--- src/rtl/enable_table_writer.sv ---
// Byte-stream writer for the 2-bit {cs_ram,cs_bus} enable table: SYNC, CFG, data bytes
// unpacked 4 entries each. Define ENTABLE_CHECKSUM_EN to add the trailing XOR checksum byte.
module enable_table_writer #(
  parameter int CONFIG_BITS = 5,
  parameter int ADDR_ENTRY_BITS = 8,
  parameter logic [7:0] SYNC_BYTE = 8'hE7,
  localparam int IDX_BITS = ADDR_ENTRY_BITS + 1,
  localparam int WA = CONFIG_BITS + 1 + ADDR_ENTRY_BITS
) (
  input  logic          fpga_clk,
  input  logic          rst_n,
  input  logic [7:0]    in_data,
  input  logic          in_valid,
  output logic          in_ready,
  output logic          wr_en,
  output logic [WA-1:0] wr_addr,
  output logic [1:0]    wr_data,
  output logic          busy,
  output logic          done,
  output logic          err,
  output logic [1:0]    err_code
);

  typedef enum logic [2:0] {
    S_IDLE   = 3'd0,
    S_CFG    = 3'd1,
    S_DATA   = 3'd2,
    S_UNPACK = 3'd3,
    S_CSUM   = 3'd4,
    S_DONE   = 3'd5
  } state_t;

  localparam logic [IDX_BITS-1:0] IDX_LAST = '1;

`ifdef ENTABLE_CHECKSUM_EN
  localparam state_t S_FIN = S_CSUM;
`else
  localparam state_t S_FIN = S_DONE;
`endif

  state_t                 state_r;
  state_t                 state_n;
  logic [CONFIG_BITS-1:0] cfg_r;
  logic [IDX_BITS-1:0]    idx_r;
  logic [7:0]             byte_r;
  logic                   err_r;
  logic [1:0]             err_code_r;
  logic                   cfg_bad_s;
`ifdef ENTABLE_CHECKSUM_EN
  logic [7:0]             csum_r;
`endif

  assign cfg_bad_s = (in_data >> CONFIG_BITS) != 8'd0;

  // State register
  always_ff @(posedge fpga_clk or negedge rst_n) begin
    if (!rst_n) begin
      state_r <= S_IDLE;
    end else begin
      state_r <= state_n;
    end
  end

  // Next-state logic; DONE also listens for SYNC so a back-to-back frame is not lost
  always_comb begin
    state_n = state_r;
    case (state_r)
      S_IDLE, S_DONE: begin
        if (in_valid && in_data == SYNC_BYTE) state_n = S_CFG;
        else                                  state_n = S_IDLE;
      end
      S_CFG: begin
        if (in_valid) state_n = cfg_bad_s ? S_IDLE : S_DATA;
        else          state_n = S_CFG;
      end
      S_DATA: begin
        if (in_valid) state_n = S_UNPACK;
        else          state_n = S_DATA;
      end
      S_UNPACK: begin
        if (idx_r[1:0] == 2'd3) state_n = (idx_r == IDX_LAST) ? S_FIN : S_DATA;
        else                    state_n = S_UNPACK;
      end
`ifdef ENTABLE_CHECKSUM_EN
      S_CSUM: begin
        if (in_valid) state_n = (in_data == csum_r) ? S_DONE : S_IDLE;
        else          state_n = S_CSUM;
      end
`endif
      default: state_n = S_IDLE;
    endcase
  end

  // Datapath: config latch, entry index, byte buffer, checksum and error pulse
  always_ff @(posedge fpga_clk or negedge rst_n) begin
    if (!rst_n) begin
      cfg_r      <= '0;
      idx_r      <= '0;
      byte_r     <= 8'd0;
      err_r      <= 1'b0;
      err_code_r <= 2'b00;
`ifdef ENTABLE_CHECKSUM_EN
      csum_r     <= 8'd0;
`endif
    end else begin
      err_r <= 1'b0;
      case (state_r)
        S_CFG: begin
          if (in_valid && cfg_bad_s) begin
            err_r      <= 1'b1;
            err_code_r <= 2'b01;
          end else if (in_valid) begin
            cfg_r  <= in_data[CONFIG_BITS-1:0];
            idx_r  <= '0;
`ifdef ENTABLE_CHECKSUM_EN
            csum_r <= 8'd0;
`endif
          end
        end
        S_DATA: begin
          if (in_valid) begin
            byte_r <= in_data;
`ifdef ENTABLE_CHECKSUM_EN
            csum_r <= csum_r ^ in_data;
`endif
          end
        end
        S_UNPACK: idx_r <= idx_r + 1'b1;
`ifdef ENTABLE_CHECKSUM_EN
        S_CSUM: begin
          if (in_valid && in_data != csum_r) begin
            err_r      <= 1'b1;
            err_code_r <= 2'b10;
          end
        end
`endif
        default: err_r <= 1'b0;
      endcase
    end
  end

  // Outputs decoded from registered state only
  always_comb begin
    in_ready = (state_r == S_IDLE) || (state_r == S_CFG) || (state_r == S_DATA) ||
               (state_r == S_CSUM) || (state_r == S_DONE);
    wr_en    = (state_r == S_UNPACK);
    busy     = (state_r == S_CFG) || (state_r == S_DATA) || (state_r == S_UNPACK) ||
               (state_r == S_CSUM);
    done     = (state_r == S_DONE);
    err      = err_r;
    err_code = err_code_r;
    wr_addr  = {cfg_r, idx_r};
    case (idx_r[1:0])
      2'd0:    wr_data = byte_r[1:0];
      2'd1:    wr_data = byte_r[3:2];
      2'd2:    wr_data = byte_r[5:4];
      2'd3:    wr_data = byte_r[7:6];
      default: wr_data = 2'b00;
    endcase
  end

endmodule

--- config.mk ---
export PLATFORM = sky130hd
export DESIGN_NAME = enable_table_writer
export DESIGN_NICKNAME = d
export VERILOG_FILES = /design/src/rtl/enable_table_writer.sv
export SDC_FILE = /design/constraint.sdc
export NUM_CORES = 1
export LEC_CHECK = 0
export CORE_ASPECT_RATIO = 1.5
export CORE_MARGIN = 1.5
export CORE_UTILIZATION = 40
export CTS_CLUSTER_SIZE = 28
export DETAILED_ROUTE_END_ITERATION = 8
export DONT_BUFFER_PORTS = 1
export SETUP_SLACK_MARGIN = 0.2
export SLEW_MARGIN = 30
export SYNTH_ARGS = -nofsm -noshare
export SYNTH_HDL_FRONTEND = slang
export SYNTH_SLANG_ARGS = --single-unit
--- constraint.sdc ---
create_clock -name fpga_clk -period 2.01 [get_ports fpga_clk]
set_input_delay 0.1005 -clock fpga_clk [delete_from_list [all_inputs] [get_ports fpga_clk]]
set_output_delay 0.1005 -clock fpga_clk [all_outputs]
set_load 0.01 [all_outputs]
==> results.sh, run 1 <==
export IMPL_grt_pass1_wl_um=4860
export IMPL_synthArstFlopShare=1.00
export IMPL_grt_pass1_vias=1029
export IMPL_final_nets=151
export IMPL_final_common_cell="dfrtp_1"
export IMPL_yosys_top_cells_area="dfrtp_1, mux2_2, ha_1, nand2_1, nand4b_1"
export IMPL_ys_seq_area_frac=0.491
export IMPL_cts_tree="yes"
export IMPL_syn_inst=122
export IMPL_syn_avg_cell_area_um2=11.3
export IMPL_drive_gt1_frac=0.209
export IMPL_hold_viol=0
export IMPL_clockRootBuffer="clkbuf_8"
export IMPL_vias=968
export IMPL_syn_nets=138
export IMPL_skew_ps=7.05
export IMPL_synth_edf_count=0
export IMPL_status="finished clean"
export IMPL_ff2ff_setup_slack_ps=330
export IMPL_area_delta_synth_final_pct=15.2
export IMPL_mostFrequentLayoutCells="dfrtp_1, mux2_2, nand2_1"
export IMPL_cp_max_fo=4
export IMPL_grt_usage=0.171
export IMPL_io_buffers=0
export IMPL_powerDensity_nw_per_um2=1230
export IMPL_dp_hpwl_um=2120
export IMPL_clk_latency_ps=270
export IMPL_use_met3=0.0417
export IMPL_endpoint_kind="flop"
export IMPL_final_cell_count_no_fill=174
export IMPL_ys_dominant_reg_cell="dfrtp_1"
export IMPL_grt_max_degree=28
export IMPL_startpoint="idx_r[0]"
export IMPL_min_path_type="input port to flop"
export IMPL_drc=0
export IMPL_io_pins=34
export IMPL_irDropWorstVdd_mv=0.660
export IMPL_diodes=0
export IMPL_ys_types=39
export IMPL_syn_area_um2=1380
export IMPL_synth_top_cell_area_share=0.491
export IMPL_clk_pin_slew_ps=100
export IMPL_antenna_found_initial=0
export IMPL_tns_ps=0
export IMPL_clock_path_buffers=2
export IMPL_min_period_ps=1680
export IMPL_cp_start_kind="flop"
export IMPL_final_antenna_net_count=0
export IMPL_final_util=0.492
export IMPL_r2r_start="idx_r[0]"
export IMPL_placed_cells=160
export IMPL_die_y_um=74.8
export IMPL_synth_seq_cells=27
export IMPL_setup_violations_final=0
export IMPL_cts_buffers=3
export IMPL_grt_setup_unrepaired="false"
export IMPL_slew_viol_final=0
export IMPL_totalWireLength_um=3010
export IMPL_r2r_cells=8
export IMPL_ys_warn_count=0
export IMPL_first_iter_violations=23
export IMPL_dieWidth_um=50.9
export IMPL_period_share=0.838
export IMPL_fmax_mhz=594
export IMPL_worstSetupPathType="flop to flop"
export IMPL_grt_overflow=0
export IMPL_via_per_inst=5.56
export IMPL_rows=25
export IMPL_start_util=0.427
export IMPL_maxCapViolCount=0
export IMPL_use_met2=0.314
export IMPL_die_area_um2=3810
export IMPL_synth_top_cell_by_area="dfrtp_1"
export IMPL_cts_sinks=27
export IMPL_post_cts_buffers=0
export IMPL_wl_per_cell_um=17.3
export IMPL_top_usage_layer="met2"
export IMPL_cts_htree_levels=1
export IMPL_core_area_um2=3220
export IMPL_p_leak_nw=0.692
export IMPL_gp_congestion=0.700
export IMPL_use_met1=0.198
export IMPL_cp_data_arrival_time_ps=1830
export IMPL_worstSetupEndpoint="state_r[0]"
export IMPL_reg2reg_to="state_r[0]"
export IMPL_drtPass1Iterations=5
export IMPL_crit_required_ps=2160
## critical path, cell delays in order (launching register included)
cell	delay [ps]
dfrtp_1	400
ha_2	200
nand3_2	110
nor2_2	60
and3_1	180
ha_1	200
nand4b_1	190
o211ai_1	120
o21ai_0	100
## registers in the layout, summed over array words and instances (netlist names)
signal and cells:
err_code 1, state_r 3, byte_r 8, cfg_r 5, idx_r 9, err 1
## cell families (layout without fill, tap and decap cells)
logic type                 Yosys count  in the layout  synth area share
and+or+nand+nor                     36             36             0.173
DFF                                 27             27             0.491
AOI/OAI and AO/OA                   22             22            0.0991
muxes                               16             16             0.128
buffers and inverters               13             25            0.0482
adders and majority gates            5              5            0.0455
xor gates and xnor gates             2              2            0.0127
other                                1              1           0.00272
## synth_stat cells, drive strengths merged, types with 2 or more instances
master  number
inv          7
or4          3
nor2         4
a222oi       2
dfrtp       27
nand3        3
mux2i        3
o21ai        8
o31ai        2
nor3         2
or3          2
a21oi        6
nand2       10
ha           5
buf          5
mux2        13
and3         2
nand4b       4
## worst min-delay path by stage
stage	start	end	slack [ps]	cells after the start
floorplan	rst_n	byte_r[0]	-200	0
global placement	rst_n	idx_r[8]	-190	0
detailed placement	rst_n	idx_r[6]	-190	0
CTS	in_valid	state_r[1]	1	2
global route	in_valid	state_r[1]	10	2
finish	in_valid	state_r[1]	2	2
## routing by layer
layer | up-vias | wire length (um)
met5 | - | 0
met4 | 0 | 12
met3 | 2 | 150
met2 | 24 | 1570
met1 | 477 | 1280
li1 | 465 | -
## through the flow
step / instance area (um^2) / hold slack, ps / worst slack, ps / power, mW
2_1_floorplan: 1380 / -195 / 220 / 1.42
3_3_place_gp: 1420 / -194 / 345 / 1.58
3_5_place_dp: 1420 / -195 / 294 / 1.61
4_1_cts: 1580 / 1.37 / 253 / 1.96
5_1_grt: 1590 / 9.58 / 209 / 2.11
6_report: 1590 / 2.33 / 325 / 1.95
## final cells by class
cell class | instances | area (um^2)
flip-flops and latches | 27 | 676
clock buffers | 3 | 41.3
inverters | 7 | 26.3
repair buffers | 14 | 140
multi-input cells | 82 | 644
clock inverters | 1 | 7.51
fillers | 300 | 1640
well taps | 40 | 50.0
## repair_timing
action                                 in CTS  in global routing
endpoints found under the hold margin      40                  0
hold buffers                               10                  0
resized for setup                           0                  3
setup endpoints to repair                   0                  1
## report_power, final
| part | switching, mW | internal [mW] | total, mW |
|---|---|---|---|
| Sequential | 0.189 | 0.718 | 0.907 |
| Clock | 0.176 | 0.141 | 0.316 |
| Combinational | 0.405 | 0.326 | 0.731 |
| Total | 0.770 | 1.18 | 1.95 |
Note: power is estimated with default switching activity, not from simulation.
==> run 2: changes to the inputs <==
==> constraint.sdc (replaced) <==
create_clock -name fpga_clk -period 1.42 [get_ports fpga_clk]
set_input_delay 0.071 -clock fpga_clk [delete_from_list [all_inputs] [get_ports fpga_clk]]
set_output_delay 0.071 -clock fpga_clk [all_outputs]
set_load 0.01 [all_outputs]
==> run 2 against run 1 <==
The run now ends with negative setup slack left. Non-clock buffer count grew 31. Wire length grew 22%. Clock skew shrank 0.77 ps. Core utilization grew 19 points. Clock power grew 40%. Sequential power grew 41%. Critical path depth grew 1. Critical endpoint unchanged. Highest routed layer unchanged.
==> results.sh, run 2 (same netlist as run 1, synthesis figures left out) <==
export IMPL_placed_cells=177
export IMPL_min_period_ps=1620
export IMPL_drive_gt1_frac=0.570
export IMPL_irDropWorstVdd_mv=1.08
export IMPL_min_path_type="input port to flop"
export IMPL_crit_required_ps=1580
export IMPL_fmax_mhz=616
export IMPL_finalWorstSetupSlack_ps=-205
export IMPL_cts_sinks=27
export IMPL_vias=1108
export IMPL_clkPwrFrac=0.114
export IMPL_hold_viol=0
export IMPL_status="finished with violations"
export IMPL_design_area_um2=2210
export IMPL_grt_max_degree=28
export IMPL_r2r_start="idx_r[1]"
export IMPL_clock_path_buffers=2
export IMPL_final_cell_count_no_fill=205
export IMPL_min_from="in_data[7]"
export IMPL_largest_register_ffs=9
export IMPL_grt_pass1_wl_um=5870
export IMPL_final_common_cell="dfrtp_1"
export IMPL_holdWs_ps=10.2
export IMPL_clk_latency_ps=270
export IMPL_first_iter_violations=19
export IMPL_worstSetupPathType="flop to flop"
export IMPL_clk_pin_slew_ps=100
export IMPL_cts_htree_levels=1
export IMPL_grt_setup_unrepaired="true"
export IMPL_postPlaceCellArea_um2=1670
export IMPL_gp_congestion=0.817
export IMPL_totalWireLength_um=3670
export IMPL_power_frac_seq=0.332
export IMPL_place_ws_ps=-49.5
export IMPL_mostFrequentLayoutCells="dfrtp_1, buf_6, mux2_4"
export IMPL_final_antenna_net_count=0
export IMPL_diodes=0
export IMPL_skew_ps=6.28
export IMPL_r2r_cells=9
export IMPL_antenna_found_initial=0
export IMPL_setup_violations_final=11
export IMPL_grt_usage=0.207
export IMPL_power_mw=3.87
export IMPL_die_area_um2=3810
export IMPL_drc=0
export IMPL_p_leak_nw=0.929
export IMPL_rows=25
export IMPL_endpoint_kind="flop"
export IMPL_p_comb_frac=0.553
export IMPL_hold_path_depth=2
export IMPL_cp_max_fo=3
export IMPL_cts_buffers=3
export IMPL_dp_hpwl_um=2350
export IMPL_slew_viol_final=0
export IMPL_die_y_um=74.8
export IMPL_p_int_mw=2.37
export IMPL_start_util=0.427
export IMPL_final_nets=182
export IMPL_reg2reg_to="state_r[0]"
export IMPL_violations="negative setup slack"
export IMPL_powerDensity_nw_per_um2=1750
export IMPL_maxCapViolCount=0
export IMPL_cts_tree="yes"
export IMPL_period_share=1.14
export IMPL_io_pins=34
export IMPL_via_per_inst=5.40
export IMPL_cp_start_kind="flop"
export IMPL_switching_share=0.387
export IMPL_fillCellCount=236
export IMPL_regMostFlops="idx_r"
export IMPL_cp_data_arrival_time_ps=1790
export IMPL_ff2ff_setup_slack_ps=-200
export IMPL_grt_pass1_vias=1237
export IMPL_clockRootBuffer="clkbuf_8"
export IMPL_min_delay_worst_endpoint="err"
export IMPL_reg_top3="idx_r x9, byte_r x8, cfg_r x5"
export IMPL_dieWidth_um=50.9
export IMPL_area_delta_synth_final_pct=60.5
export IMPL_drtPass1Iterations=4
export IMPL_p_sw_mw=1.50
export IMPL_grt_overflow=0
export IMPL_wl_per_cell_um=17.9
export IMPL_io_buffers=0
export IMPL_core_area_um2=3220
[run 2: cell types whose count changed in the layout (fill, tap and decap cells not counted), sizes merged]
cell / previous run / this run
dlygate4sd3: 9 / 10
buf: 5 / 35
[run 2: worst max-delay path, stage by stage, from the launching register on]
cell      delay, ps
dfrtp_1         410
ha_2            210
buf_6           120
nand3_4          70
nor2_4           40
and3_4          160
ha_4            160
nand4b_1        160
o211ai_1        100
o21ai_1          80
[run 2: cell type report]
cell class | instances | area [um^2] | area share
multi-input combinational | 82 | 902 | 0.408
sequential | 27 | 679 | 0.307
timing repair buffer | 45 | 493 | 0.223
tap | 40 | 50.0 | 0.0227
clock buffer | 3 | 41.3 | 0.0187
inverter | 7 | 36.3 | 0.0164
clock inverter | 1 | 7.51 | 0.00340
[run 2: worst max path at each step]
stage                         from         end  depth (start not counted)
after floorplan           idx_r[1]  state_r[0]                          9
after global placement    idx_r[1]  state_r[0]                          8
after detailed placement  idx_r[1]  state_r[0]                          8
after CTS                 idx_r[0]  wr_data[0]                          4
after global routing      idx_r[1]  state_r[0]                          9
final                     idx_r[1]  state_r[0]                          9
[run 2: per-layer routing]
| layer | part of all wire | wire [um] | vias up | global-route usage |
|---|---|---|---|---|
| met3 | 0.047 | 171 | 2 | 0.0476 |
| li1 | - | - | 524 | - |
| met4 | 0.0065 | 24 | 0 | 0.0691 |
| met5 | 0 | 0 | - | 0 |
| met1 | 0.38 | 1400 | 551 | 0.230 |
| met2 | 0.57 | 2080 | 31 | 0.387 |
[run 2: per-stage QoR]
step	utilization	setup TNS [ps]
2_1_floorplan	-	-747
3_3_place_gp	0.518	-166
3_5_place_dp	0.518	-342
4_1_cts	0.642	-731
5_1_grt	0.686	-1720
6_report	0.686	-852
[run 2: power by group through the flow]
stage               Clock [mW]  Combinational (mW)  Sequential, mW
floorplan                    0               0.895            1.28
global placement             0                1.35            1.26
detailed placement           0                1.38            1.27
CTS                      0.449                1.85            1.27
global route             0.489                2.30            1.32
finish                   0.443                2.14            1.28
[run 2: what timing repair did]
item	CTS	global route
setup buffers	10	3
pin swaps	14	11
hold endpoints to repair	41	0
endpoints found under the setup margin	31	32
hold buffers	11	0
gates cloned	0	0
resized for setup	41	26
==> run 3: changes to the inputs <==
--- a/config.mk
+++ b/config.mk
@@ -11,6 +11,7 @@
 export CTS_CLUSTER_SIZE = 28
 export DETAILED_ROUTE_END_ITERATION = 8
 export DONT_BUFFER_PORTS = 1
+export PLACE_DENSITY_LB_ADDON = 0.3
 export SETUP_SLACK_MARGIN = 0.2
 export SLEW_MARGIN = 30
 export SYNTH_ARGS = -nofsm -noshare
==> run 3 against run 2 <==
The flow still finishes with violations (negative setup slack). Wire length is 0.41% higher. Clock skew shrank 1.1 ps. Clock-buffer cell count increased by 1. Fmax shrank 1.9%. Sequential power hardly changed. Cell count increased by 1.5%. Hold slack got worse by 4.3 ps. Core utilization is 1.1 points lower. Global-route usage rose by 0.48 points. Power decreased by 4.1%. Non-clock buffer count is 3 higher. Die area stayed put. Highest routed layer unchanged.
==> results.sh, run 3 (same netlist as run 1, synthesis figures left out) <==
export IMPL_powerDensity_nw_per_um2=1710
export IMPL_final_antenna_net_count=0
export IMPL_min_delay_worst_endpoint="err"
export IMPL_clk_pin_slew_ps=100
export IMPL_first_iter_violations=32
export IMPL_largest_register_ffs=9
export IMPL_p_sw_mw=1.44
export IMPL_cts_sinks=27
export IMPL_endpoint_kind="output port"
export IMPL_slew_viol_final=0
export IMPL_reg_top3="idx_r x9, byte_r x8, cfg_r x5"
export IMPL_wl_per_cell_um=17.7
export IMPL_tns_ps=-992
export IMPL_grt_overflow=0
export IMPL_final_nets=185
export IMPL_p_leak_nw=0.928
export IMPL_die_area_um2=3810
export IMPL_vias=1153
export IMPL_drive_gt1_frac=0.536
export IMPL_maxCapViolCount=0
export IMPL_dp_hpwl_um=2360
export IMPL_cts_buffers=3
export IMPL_hold_path_depth=2
export IMPL_worstSetupPathType="flop to output port"
export IMPL_p_int_mw=2.26
export IMPL_core_area_um2=3220
export IMPL_postPlaceCellArea_um2=1660
export IMPL_totalWireLength_um=3690
export IMPL_grt_pass1_wl_um=5890
export IMPL_grt_pass1_vias=1260
export IMPL_hold_viol=0
export IMPL_grt_usage=0.212
export IMPL_io_buffers=0
export IMPL_reg2reg_to="state_r[0]"
export IMPL_p_comb_frac=0.538
export IMPL_switching_share=0.389
export IMPL_setup_violations_final=13
export IMPL_clkPwrFrac=0.121
export IMPL_min_path_type="input port to flop"
export IMPL_status="finished with violations"
export IMPL_area_delta_synth_final_pct=57.9
export IMPL_fmax_mhz=604
export IMPL_irDropWorstVdd_mv=1.09
export IMPL_finalWorstSetupSlack_ps=-237
export IMPL_min_period_ps=1660
export IMPL_design_area_um2=2170
export IMPL_cp_max_fo=3
export IMPL_antenna_found_initial=0
export IMPL_power_frac_seq=0.341
export IMPL_power_mw=3.71
export IMPL_cp_data_arrival_time_ps=1590
export IMPL_startpoint="idx_r[0]"
export IMPL_r2r_start="idx_r[0]"
export IMPL_r2r_cells=9
export IMPL_skew_ps=5.14
export IMPL_crit_required_ps=1350
export IMPL_grt_setup_unrepaired="true"
export IMPL_grt_max_degree=28
export IMPL_clock_path_buffers=2
export IMPL_ff2ff_setup_slack_ps=-200
export IMPL_drtPass1Iterations=4
export IMPL_gp_congestion=0.804
export IMPL_clockRootBuffer="clkbuf_8"
export IMPL_via_per_inst=5.54
export IMPL_io_pins=34
export IMPL_violations="negative setup slack"
export IMPL_cts_htree_levels=1
export IMPL_rows=25
export IMPL_die_y_um=74.8
export IMPL_cts_tree="yes"
export IMPL_regMostFlops="idx_r"
export IMPL_clk_latency_ps=280
export IMPL_min_from="in_data[7]"
export IMPL_dieWidth_um=50.9
export IMPL_start_util=0.427
export IMPL_period_share=1.17
export IMPL_drc=0
export IMPL_mostFrequentLayoutCells="dfrtp_1, buf_6, buf_4"
export IMPL_diodes=0
export IMPL_final_common_cell="dfrtp_1"
export IMPL_cp_start_kind="flop"
-- run 3: cell count changes in the layout (fill, tap and decap cells not counted), sizes merged --
cell,delta
clkinvlp,-1
clkbuf,+1
buf,+3
-- run 3: metrics by stage --
step | std cells | setup slack (ps) | utilization | hold slack, ps
final | 208 | -237 | 0.675 | 5.91
after global routing | 208 | -289 | 0.675 | 30.6
after CTS | 204 | -246 | 0.642 | 13.6
after detailed placement | 178 | -60.1 | 0.517 | -224
after global placement | 178 | -2.99 | 0.517 | -224
after floorplan | 122 | -183 | - | -225
-- run 3: cell type report --
type | count | area, um^2
clock buffer | 4 | 45.0
sequential | 27 | 678
tap | 40 | 50.0
timing repair buffer | 48 | 489
fill | 223 | 1050
multi-input combinational | 82 | 875
inverter | 7 | 36.3
-- run 3: metal layers --
| metal | vias to the layer above | wire (um) | global-route usage |
|---|---|---|---|
| met1 | 577 | 1460 | 0.241 |
| met5 | - | 0 | 0 |
| li1 | 532 | - | - |
| met2 | 38 | 1970 | 0.377 |
| met3 | 6 | 189 | 0.0437 |
| met4 | 0 | 66 | 0.105 |
-- run 3: worst max path at each step --
stage | end | slack, ps | cells after the start
finish | wr_data[1] | -240 | 4
global route | wr_data[0] | -290 | 4
CTS | wr_data[1] | -250 | 5
detailed placement | state_r[0] | -60 | 8
global placement | cfg_r[1] | -3 | 3
floorplan | state_r[0] | -180 | 9
-- run 3: power by group through the flow --
stage,clock [mW],sequential [mW],combinational [mW]
finish,0.448,1.26,2.00
floorplan,0,1.28,0.895
detailed placement,0,1.26,1.39
global placement,0,1.25,1.35
CTS,0.457,1.25,1.83
global route,0.473,1.29,2.16
-- run 3: worst max-delay path, cell delays in order (launching register included) --
cell and delay (ps):
dfrtp_1 430, ha_4 180, buf_6 110, a222oi_1 380, mux2i_1 200
-- run 3: what timing repair did --
item | CTS | global route
endpoints found under the setup margin | 31 | 32
hold buffers | 11 | 0
resized for setup | 41 | 21
setup buffers | 11 | 4
pin swaps | 13 | 8
hold endpoints to repair | 41 | 0
